File: src/rtl/data_memory_hs.sv
// ---------------------------------------------------------------------------
// data_memory_hs
//   Handshaked single-port data memory with independently configurable read
//   and write latencies (wait-state model) and out-of-range error reporting.
//
//   Optional build macro: DMEM_BYTE_LANE_EN
//     defined   : req_be port exists; writes update only enabled byte lanes
//     undefined : no req_be port; every write updates the full word
//
// Ports
//   clk        clock, all state updates on rising edge
//   rst_n      synchronous reset, active-low (memory contents are kept)
//   req_valid  request present
//   req_ready  block can accept a request this cycle
//   req_we     1 = write, 0 = read
//   req_addr   word address
//   req_wdata  write data
//   req_be     byte-lane write enables (DMEM_BYTE_LANE_EN only)
//   rsp_valid  one-cycle response / write-ack pulse
//   rsp_rdata  read data, 0 for writes and errors, held between responses
//   rsp_err    address >= DEPTH, qualified by rsp_valid, held between responses
//   busy       transaction in flight
// ---------------------------------------------------------------------------
module data_memory_hs #(
  parameter int DATA_W = 32,
  parameter int DEPTH  = 128,
  parameter int ADDR_W = 32,
  parameter int RD_LAT = 2,
  parameter int WR_LAT = 1
) (
  input  logic                clk,
  input  logic                rst_n,
  input  logic                req_valid,
  output logic                req_ready,
  input  logic                req_we,
  input  logic [ADDR_W-1:0]   req_addr,
  input  logic [DATA_W-1:0]   req_wdata,
`ifdef DMEM_BYTE_LANE_EN
  input  logic [DATA_W/8-1:0] req_be,
`endif
  output logic                rsp_valid,
  output logic [DATA_W-1:0]   rsp_rdata,
  output logic                rsp_err,
  output logic                busy
);

  localparam int NB    = DATA_W / 8;
  localparam int IDX_W = (DEPTH > 1) ? $clog2(DEPTH) : 1;
  localparam logic [ADDR_W-1:0] DEPTH_A = ADDR_W'(DEPTH);
  localparam logic [3:0] RD_LAT_C = 4'(RD_LAT);
  localparam logic [3:0] WR_LAT_C = 4'(WR_LAT);

  typedef enum logic [1:0] {
    IDLE = 2'd0,
    WAIT = 2'd1,
    RESP = 2'd2
  } state_t;

  state_t              state_r, state_s;
  logic [3:0]          cnt_r, cnt_s;
  logic                ready_r, rsp_valid_r, rsp_err_r, busy_r;
  logic [DATA_W-1:0]   rsp_rdata_r;

  // request fields captured at accept
  logic                we_r;
  logic [ADDR_W-1:0]   addr_r;
  logic [DATA_W-1:0]   wdata_r;
  logic [NB-1:0]       be_r;

  logic [DATA_W-1:0]   mem_r [DEPTH];

  logic                accept_s;
  logic [3:0]          lat_s;
  logic [NB-1:0]       req_be_s;
  logic                go_resp_s;
  logic                txn_we_s;
  logic [ADDR_W-1:0]   txn_addr_s;
  logic [DATA_W-1:0]   txn_wdata_s;
  logic [NB-1:0]       txn_be_s;
  logic                txn_inrange_s;
  logic [IDX_W-1:0]    txn_idx_s;

`ifdef DMEM_BYTE_LANE_EN
  assign req_be_s = req_be;
`else
  assign req_be_s = {NB{1'b1}};
`endif

  // Transaction completing this edge: a latched one leaving WAIT, or a
  // latency-1 request being accepted right now.
  always_comb begin
    accept_s = req_valid && ready_r;
    lat_s    = req_we ? WR_LAT_C : RD_LAT_C;
    if (state_r == WAIT) begin
      txn_we_s    = we_r;
      txn_addr_s  = addr_r;
      txn_wdata_s = wdata_r;
      txn_be_s    = be_r;
    end else begin
      txn_we_s    = req_we;
      txn_addr_s  = req_addr;
      txn_wdata_s = req_wdata;
      txn_be_s    = req_be_s;
    end
    // full-width compare so high address bits never alias into the array
    txn_inrange_s = (txn_addr_s < DEPTH_A);
    txn_idx_s     = txn_addr_s[IDX_W-1:0];
  end

  // Next-state and latency counter logic.
  always_comb begin
    state_s = state_r;
    cnt_s   = cnt_r;
    case (state_r)
      IDLE, RESP: begin
        if (accept_s) begin
          cnt_s   = lat_s - 4'd1;
          state_s = (lat_s > 4'd1) ? WAIT : RESP;
        end else begin
          state_s = IDLE;
        end
      end
      WAIT: begin
        cnt_s = cnt_r - 4'd1;
        if (cnt_r == 4'd1) begin
          state_s = RESP;
        end else begin
          state_s = WAIT;
        end
      end
      default: begin
        state_s = IDLE;
        cnt_s   = 4'd0;
      end
    endcase
    go_resp_s = (state_s == RESP);
  end

  // FSM state, handshake outputs and response registers.
  always_ff @(posedge clk) begin
    if (!rst_n) begin
      state_r     <= IDLE;
      cnt_r       <= 4'd0;
      ready_r     <= 1'b0;
      rsp_valid_r <= 1'b0;
      busy_r      <= 1'b0;
      rsp_err_r   <= 1'b0;
      rsp_rdata_r <= {DATA_W{1'b0}};
    end else begin
      state_r     <= state_s;
      cnt_r       <= cnt_s;
      ready_r     <= (state_s != WAIT);
      rsp_valid_r <= go_resp_s;
      busy_r      <= (state_s != IDLE);
      if (go_resp_s) begin
        rsp_err_r   <= !txn_inrange_s;
        rsp_rdata_r <= (!txn_we_s && txn_inrange_s) ? mem_r[txn_idx_s] : {DATA_W{1'b0}};
      end
    end
  end

  // Capture request fields on accept for multi-cycle transactions.
  always_ff @(posedge clk) begin
    if (!rst_n) begin
      we_r    <= 1'b0;
      addr_r  <= {ADDR_W{1'b0}};
      wdata_r <= {DATA_W{1'b0}};
      be_r    <= {NB{1'b0}};
    end else if (accept_s) begin
      we_r    <= req_we;
      addr_r  <= req_addr;
      wdata_r <= req_wdata;
      be_r    <= req_be_s;
    end
  end

  // Write commit on the edge that raises the ack; no reset so contents survive.
  always_ff @(posedge clk) begin
    if (rst_n && go_resp_s && txn_we_s && txn_inrange_s) begin
      for (int i = 0; i < NB; i++) begin
        if (txn_be_s[i]) begin
          mem_r[txn_idx_s][i*8 +: 8] <= txn_wdata_s[i*8 +: 8];
        end
      end
    end
  end

  assign req_ready = ready_r;
  assign rsp_valid = rsp_valid_r;
  assign rsp_rdata = rsp_rdata_r;
  assign rsp_err   = rsp_err_r;
  assign busy      = busy_r;

endmodule
File: config.mk
export PLATFORM = sky130hd
export DESIGN_NAME = data_memory_hs
export DESIGN_NICKNAME = d
export VERILOG_FILES = /design/src/rtl/data_memory_hs.sv
export SDC_FILE = /design/constraint.sdc
export NUM_CORES = 2
export LEC_CHECK = 0
export BUFFER_PORTS_ARGS = -buffer_cell sky130_fd_sc_hd__clkbuf_2
export CAP_MARGIN = 15
export CORE_MARGIN = 2
export CORE_UTILIZATION = 42
export CTS_BUF_LIST = sky130_fd_sc_hd__clkbuf_4
export DETAILED_ROUTE_END_ITERATION = 8
export SLEW_MARGIN = 20
export SYNTH_ARGS = -nofsm -noshare
export SYNTH_HDL_FRONTEND = slang
export SYNTH_SLANG_ARGS = --single-unit
File: constraint.sdc
create_clock -name clk -period 4.3 [get_ports clk]
set_input_delay 0.645 -clock clk [delete_from_list [all_inputs] [get_ports clk]]
set_output_delay 0.645 -clock clk [all_outputs]
set_load 0.005 [all_outputs]
**Word level (Yosys, flattened, before mapping)**

Memory sizes are Yosys's and may differ from the RTL's.
Index checks and enable logic that the tools add are counted.

- Register bits after elaboration: 108
- Memory bits (writable): 4,096
- Logic and storage cells: 56
- Memories: 1
- Output and inout port bits: 36
- Input port bits: 68

- $add $sub $neg: 2
- Multiplexer cells: 24
- Equal/unequal tests: 6
- Reduce and logical (&&, ||, !) cells: 10
- Order comparisons: 2

Memories:

| name | words | bits a word | read ports | clocked after memory_dff | write ports | RTL line | text |
|---|---|---|---|---|---|---|---|
| mem_r | 128 | 32 | 1 | 0 | 1 | 70 | `logic [DATA_W-1:0] mem_r [DEPTH];` |

Operators with widths:

| kind | count |
|---|---|
| 32-bit two-way mux | 3 |
| 32-bit by 8-bit < comparator with 1-bit output (second input constant) | 1 |
| 1-bit two-way mux | 13 |
| 2-bit two-way mux | 4 |
| 4-bit two-way mux | 2 |
| 4-bit one-hot mux with 2 select lines | 1 |
| 1-bit logical AND | 5 |
| 2-bit == test (second input constant) | 2 |
| 4-bit by 1-bit == test with 1-bit output (second input constant) | 1 |
| 2-bit one-hot mux with 2 select lines | 1 |
| 4-bit by 1-bit subtractor with 4-bit output (second input constant) | 1 |
| 2-bit by 1-bit subtractor with 3-bit output (second input constant) | 1 |
| 2-bit by 1-bit == test with 1-bit output (second input constant) | 1 |
| 2-bit by 1-bit > comparator with 1-bit output (second input constant) | 1 |
| 1-bit zero test | 2 |
| 2-bit zero test | 1 |
| 2-bit by 1-bit inequality test with 1-bit output (second input constant) | 1 |
| 2-bit inequality test (second input constant) | 1 |
| 2-bit nonzero test | 1 |
| 2-bit OR reduction | 1 |

**Logic depth before layout (Yosys ltp)**

- Depth after elaboration: 11
- Mapped depth: 15
- Mapped depth without buffers: 10

**Worst setup path before layout**

Ideal clock, no wire load.

- Kind: input -> register
- From: input port req_addr[11]
- To: memory mem_r[52][0] (enable)
- Arrival: 3,863 ps
- Setup time: 421 ps
- Setup slack: 16 ps
- Required time: 3,879 ps
- Cell stages on the path: 9
- Cell sequence: nor4_1 > nand3_1 > o41ai_2 > o21ai_0 > or4_1 > nor2_1 > nand2_1 > clkbuf_1 > nor2_1

- Longest elaborated chain between the ends: 5

RTL lines:

| element | RTL line | text |
|---|---|---|
| from (decl) | 36 | `input logic [ADDR_W-1:0] req_addr,` |
| 32-bit two-way mux | 94 | `if (state_r == WAIT) begin` |
| 32-bit by 8-bit < comparator with 1-bit output | 106 | `txn_inrange_s = (txn_addr_s < DEPTH_A);` |
| 1-bit logical AND | 179 | `if (rst_n && go_resp_s && txn_we_s && txn_inrange_s) begin` |
| 1-bit two-way mux | 179 |  |
| 1-bit two-way mux (implied by the code) | 182 | `mem_r[txn_idx_s][i*8 +: 8] <= txn_wdata_s[i*8 +: 8];` |
| to (decl) | 70 |  |

No other way between the ends.

**Worst setup path in the final report**

- From: register addr_r[2]
- To: register rsp_rdata_r[25], in the netlist rsp_rdata[25]

- Longest elaborated chain between the ends: 4
- Elaborated cells between the ends (all ways): 5
- Those cells by class: 1 x order compare; 2 x mux; 1 x reduce/logical; 1 x memory

RTL lines:

| element | RTL line | text |
|---|---|---|
| from (decl) | 66 | `logic [ADDR_W-1:0] addr_r;` |
| from (signal assigned) | 166 | `addr_r <= {ADDR_W{1'b0}};` |
| from (signal assigned) | 171 | `addr_r <= req_addr;` |
| 32-bit two-way mux * | 94 |  |
| 32-bit by 8-bit < comparator with 1-bit output | 106 |  |
| 1-bit logical AND | 157 | `rsp_rdata_r <= (!txn_we_s && txn_inrange_s) ? mem_r[txn_idx_s] : {DATA_W{1'b0}};` |
| 32-bit two-way mux * | 157 |  |
| to (signal assigned) | 148 | `rsp_rdata_r <= {DATA_W{1'b0}};` |
| to (signal assigned) | 157 |  |
| to (decl) | 62 | `logic [DATA_W-1:0] rsp_rdata_r;` |

Every way passes the cells marked *; elsewhere a longest branch is shown, timed or not.
A chain may end at the register's enable or synchronous reset.

==> impl_metrics.py <==
metrics = {
    "status": {
        "outcome": "completed",
    },
    "global_routing": {
        "grt_max_degree": 129,
        "grt_pass1_vias": 102000,
        "grt_use_total": 0.291,
        "grt_pass1_wl_um": 773000,
        "grt_overflow": 0,
        "antenna_found_initial": 64,
    },
    "finish": {
        "fin_util": 0.507,
        "layout.area.seq_um2": 125000,
        "drive_above_1_share": 0.247,
        "finalNetCount": 11500,
        "nFillCells": 30700,
        "multi_input_area_um2": 29500,
        "fin_area_um2": 188000,
        "area_growth_pct": 20.3,
    },
    "sta": {
        "min_period_ps": 4210,
        "tns_ps": 0,
        "rsz0062_at_grt": "false",
        "setup_viol": 0,
        "hold_slack_ps": 197,
        "fin_crit_sh": 0.979,
        "hold_viol_final": 0,
        "worst_pin_slew_ps": 1240,
        "fmax_ghz": 0.238,
        "maxSlewViolCount": 0,
        "max_slew_margin": 0.175,
        "clock_skew_ps": 179,
    },
    "synthesis": {
        "seq_area_frac_synth": 0.800,
        "syn_inst": 9652,
        "yosysWarnings": 0,
        "yosys-top-cells-area": "edfxtp_1, o22ai_1, nand2_1, dfxtp_1, mux2i_1",
        "synth.avg_cell_area_um2": 16.2,
        "syn_nets": 9722,
        "yosysTopAreaCellShare": 0.786,
        "synth_ff_type": "edfxtp_1",
        "ys_ff_latch": 4204,
        "syn_area_um2": 157000,
        "synth_cell_types": 81,
        "synth_largest_area_cell": "edfxtp_1",
        "synth_async_sr_flop_share": 0,
        "synth_edf_count": 4096,
    },
    "clock_network": {
        "clk_pin_slew_worst_paths_ps": 70,
        "insertion_delay_ps": 1690,
        "h-tree-depth": 7,
        "clock_path_buffers": 5,
        "clock-root-buffer": "clkbuf_4",
        "cts_sinks": 4204,
        "numCtsBuffers": 1123,
        "tritoncts": "done",
    },
    "floorplan": {
        "initial_core_util": 0.421,
        "pin_count": 104,
        "die_y_um": 614,
        "die_width_um": 614,
        "row_count": 224,
        "die_area_um2": 378000,
        "fp.coreArea_um2": 372000,
    },
    "critical_path": {
        "cp_max_fo": 26,
        "path_class": "reg2reg",
        "endpoint_kind": "register",
        "reg2reg_slack_ps": 90,
        "cp_common_cell": "buf_4",
        "cp_slowest_stage_delay_ps": 680,
        "slowest_stage": "a2111oi_2",
        "crit_chain": "or3b_1 > or2_2 > and2_4 > buf_12 > buf_4 > o22ai_1 > nor3_1 > buf_4 > o221ai_1 > a2111oi_2 > buf_4 > a32o_1",
        "reg2reg_from": "addr_r[2]",
        "crit_required_ps": 5890,
        "crit_arrival_ps": 5800,
        "start_kind": "register",
        "startpoint": "addr_r[2]",
    },
    "power": {
        "clkPwrFrac": 0.384,
        "p_comb_frac": 0.085,
        "switching_share": 0.245,
        "power.density_nw_per_um2": 453,
        "power_leakage_nw": 61.7,
        "power_switching_mw": 20.9,
        "pwr-share-seq": 0.531,
        "p_int_mw": 64.4,
        "ir_drop_mv": 0.331,
        "total_power_mw": 85.3,
    },
    "hold_path": {
        "hp-class": "in2reg",
        "hp-start": "req_addr[1]",
    },
    "detailed_routing": {
        "ant_nets": 0,
        "drt_iter0_drc": 17100,
        "dr_total_vias": 106000,
        "routed_wl_um": 560000,
        "first_pass_iters": 9,
        "route.detailed.drc": 0,
        "routedWlPerCell_um": 32.8,
        "viasPerCell": 6.23,
    },
    "placed_design": {
        "place_area_um2": 173000,
        "portBuffers": 103,
        "gp_congestion": 0.939,
        "dp_hpwl_um": 343000,
    },
    "job": {
        "cap_violations": 0,
    },
}
-- state kept, by name, summed over array words and instances (netlist names) --
signal	count
addr_r	32
be_r	1
busy	1
cnt_r	4
mem_r	4096
req_ready	1
rsp_err	1
rsp_rdata	32
rsp_valid	1
state_r	2
wdata_r	32
we_r	1
-- metrics by stage --
stage	instances	worst slack, ps
6_report	17100	90.8
5_1_grt	17000	89.9
4_1_cts	17000	21.1
3_5_place_dp	15000	-449
3_3_place_gp	15000	-864
2_1_floorplan	9652	16.2
-- cell usage after synthesis (8+ instances only) --
master,n
o211ai_1,8
o31ai_1,82
mux2i_1,186
o41ai_1,36
o311ai_1,9
inv_1,23
a31oi_1,124
o21ai_1,14
o221ai_1,149
dfxtp_1,108
o2111ai_1,15
o22ai_1,1277
nand2b_1,9
nand4_1,13
a211oi_1,43
nand3_1,249
or3_1,87
nor2_1,312
buf_2,317
a41oi_1,21
a21oi_1,147
o21ai_0,112
buf_1,66
a2111oi_0,13
a221oi_1,17
clkbuf_1,211
o22a_1,45
nor4_1,37
nand2_1,1023
or4_1,27
a32oi_1,121
nor3_1,302
o311ai_0,79
buf_4,63
or2_2,8
buf_6,25
o21a_1,70
edfxtp_1,4096
-- final timing paths --
path / to / depth (start not counted)
worst max-delay path: rsp_rdata[25] / 12
worst min-delay path: addr_r[1] / 4
worst max register to register: rsp_rdata[25] / 12
worst min register to register: wdata_r[16] / 2
-- cells in the final DEF (no fill, tap or decap), types with 15 or more instances in the layout --
cell type      instances
nor2_4               128
a31oi_1              123
o221ai_1             149
dlygate4sd3_1        244
nand3_1              248
dfxtp_1              107
clkbuf_4            1564
or4_1                 27
o22a_1                45
o21a_1                69
a211oi_1              43
mux2i_1              185
inv_2                 25
clkinv_1             119
inv_1                 22
o311ai_0              70
buf_12               317
nand2_1              978
nor2_1               183
nor4_1                33
o2111ai_1             15
nor3_1               298
nand2_4               32
diode_2               39
edfxtp_1            4096
or3_1                 87
a41oi_1               21
a221oi_1              17
o22ai_1             1276
o21ai_0              111
buf_4                688
a32oi_1              121
o311ai_1              17
clkinv_2              17
clkbuf_2             103
o31ai_1               80
a21oi_1              146
o41ai_1               27
-- layout make-up --
class	instances	area share
diodes	39	0.000518
clock inverters	172	0.00498
well taps	4972	0.0330
clock buffers	1564	0.0623
flip-flops and latches	4204	0.665
repair buffers	1355	0.0772
inverters	23	0.000458
multi-input cells	4747	0.157
-- timing repair --
item	4_1_cts	5_1_grt
hold endpoints to repair	2453	0
endpoints found under the setup margin	4	16
hold buffers	244	0
setup buffers	3	2
resized for setup	5	9
pin swaps	2	1
gates cloned	1	3
-- critical path: cells and delay by family, from the launching register on --
family / cells / cell delay [ps]
buf+inv: 4 / 930
simple gates: 4 / 1620
compound gates: 4 / 1180
flops: 1 / 470
-- power by group through the flow --
stage                     clock network, mW  registers (mW)  logic (mW)
after floorplan                           0            46.3        3.02
after global placement                    0            46.2        6.67
after detailed placement                  0            46.2        6.77
after CTS                              33.2            45.3        6.97
after global routing                   35.3            45.3        7.35
final                                  32.8            45.3        7.21
-- per-layer routing --
metal  part of all wire  up-vias  global-route usage  wire length (µm)
met2               0.45     7824               0.433            252000
met4              0.048       20               0.151             27100
li1                   -    43400                   -                 -
met5            0.00023        -                   0               130
met3               0.13     1177              0.0796             71700
met1               0.37    53900               0.390            210000
-- cell families (layout without fill, tap and decap cells) --
logic type	Yosys count	in the layout	share of synthesized area
adder cells (fa/ha/maj)	2	2	0.000160
AO/OA/AOI/OAI	2445	2446	0.107
AND/OR/NAND/NOR	2106	2108	0.0590
multiplexers	190	191	0.0122
buffers and inverters	705	3114	0.0221
flip-flops	4204	4204	0.800
other	0	39	0
Note: power is estimated with default switching activity, not from simulation.
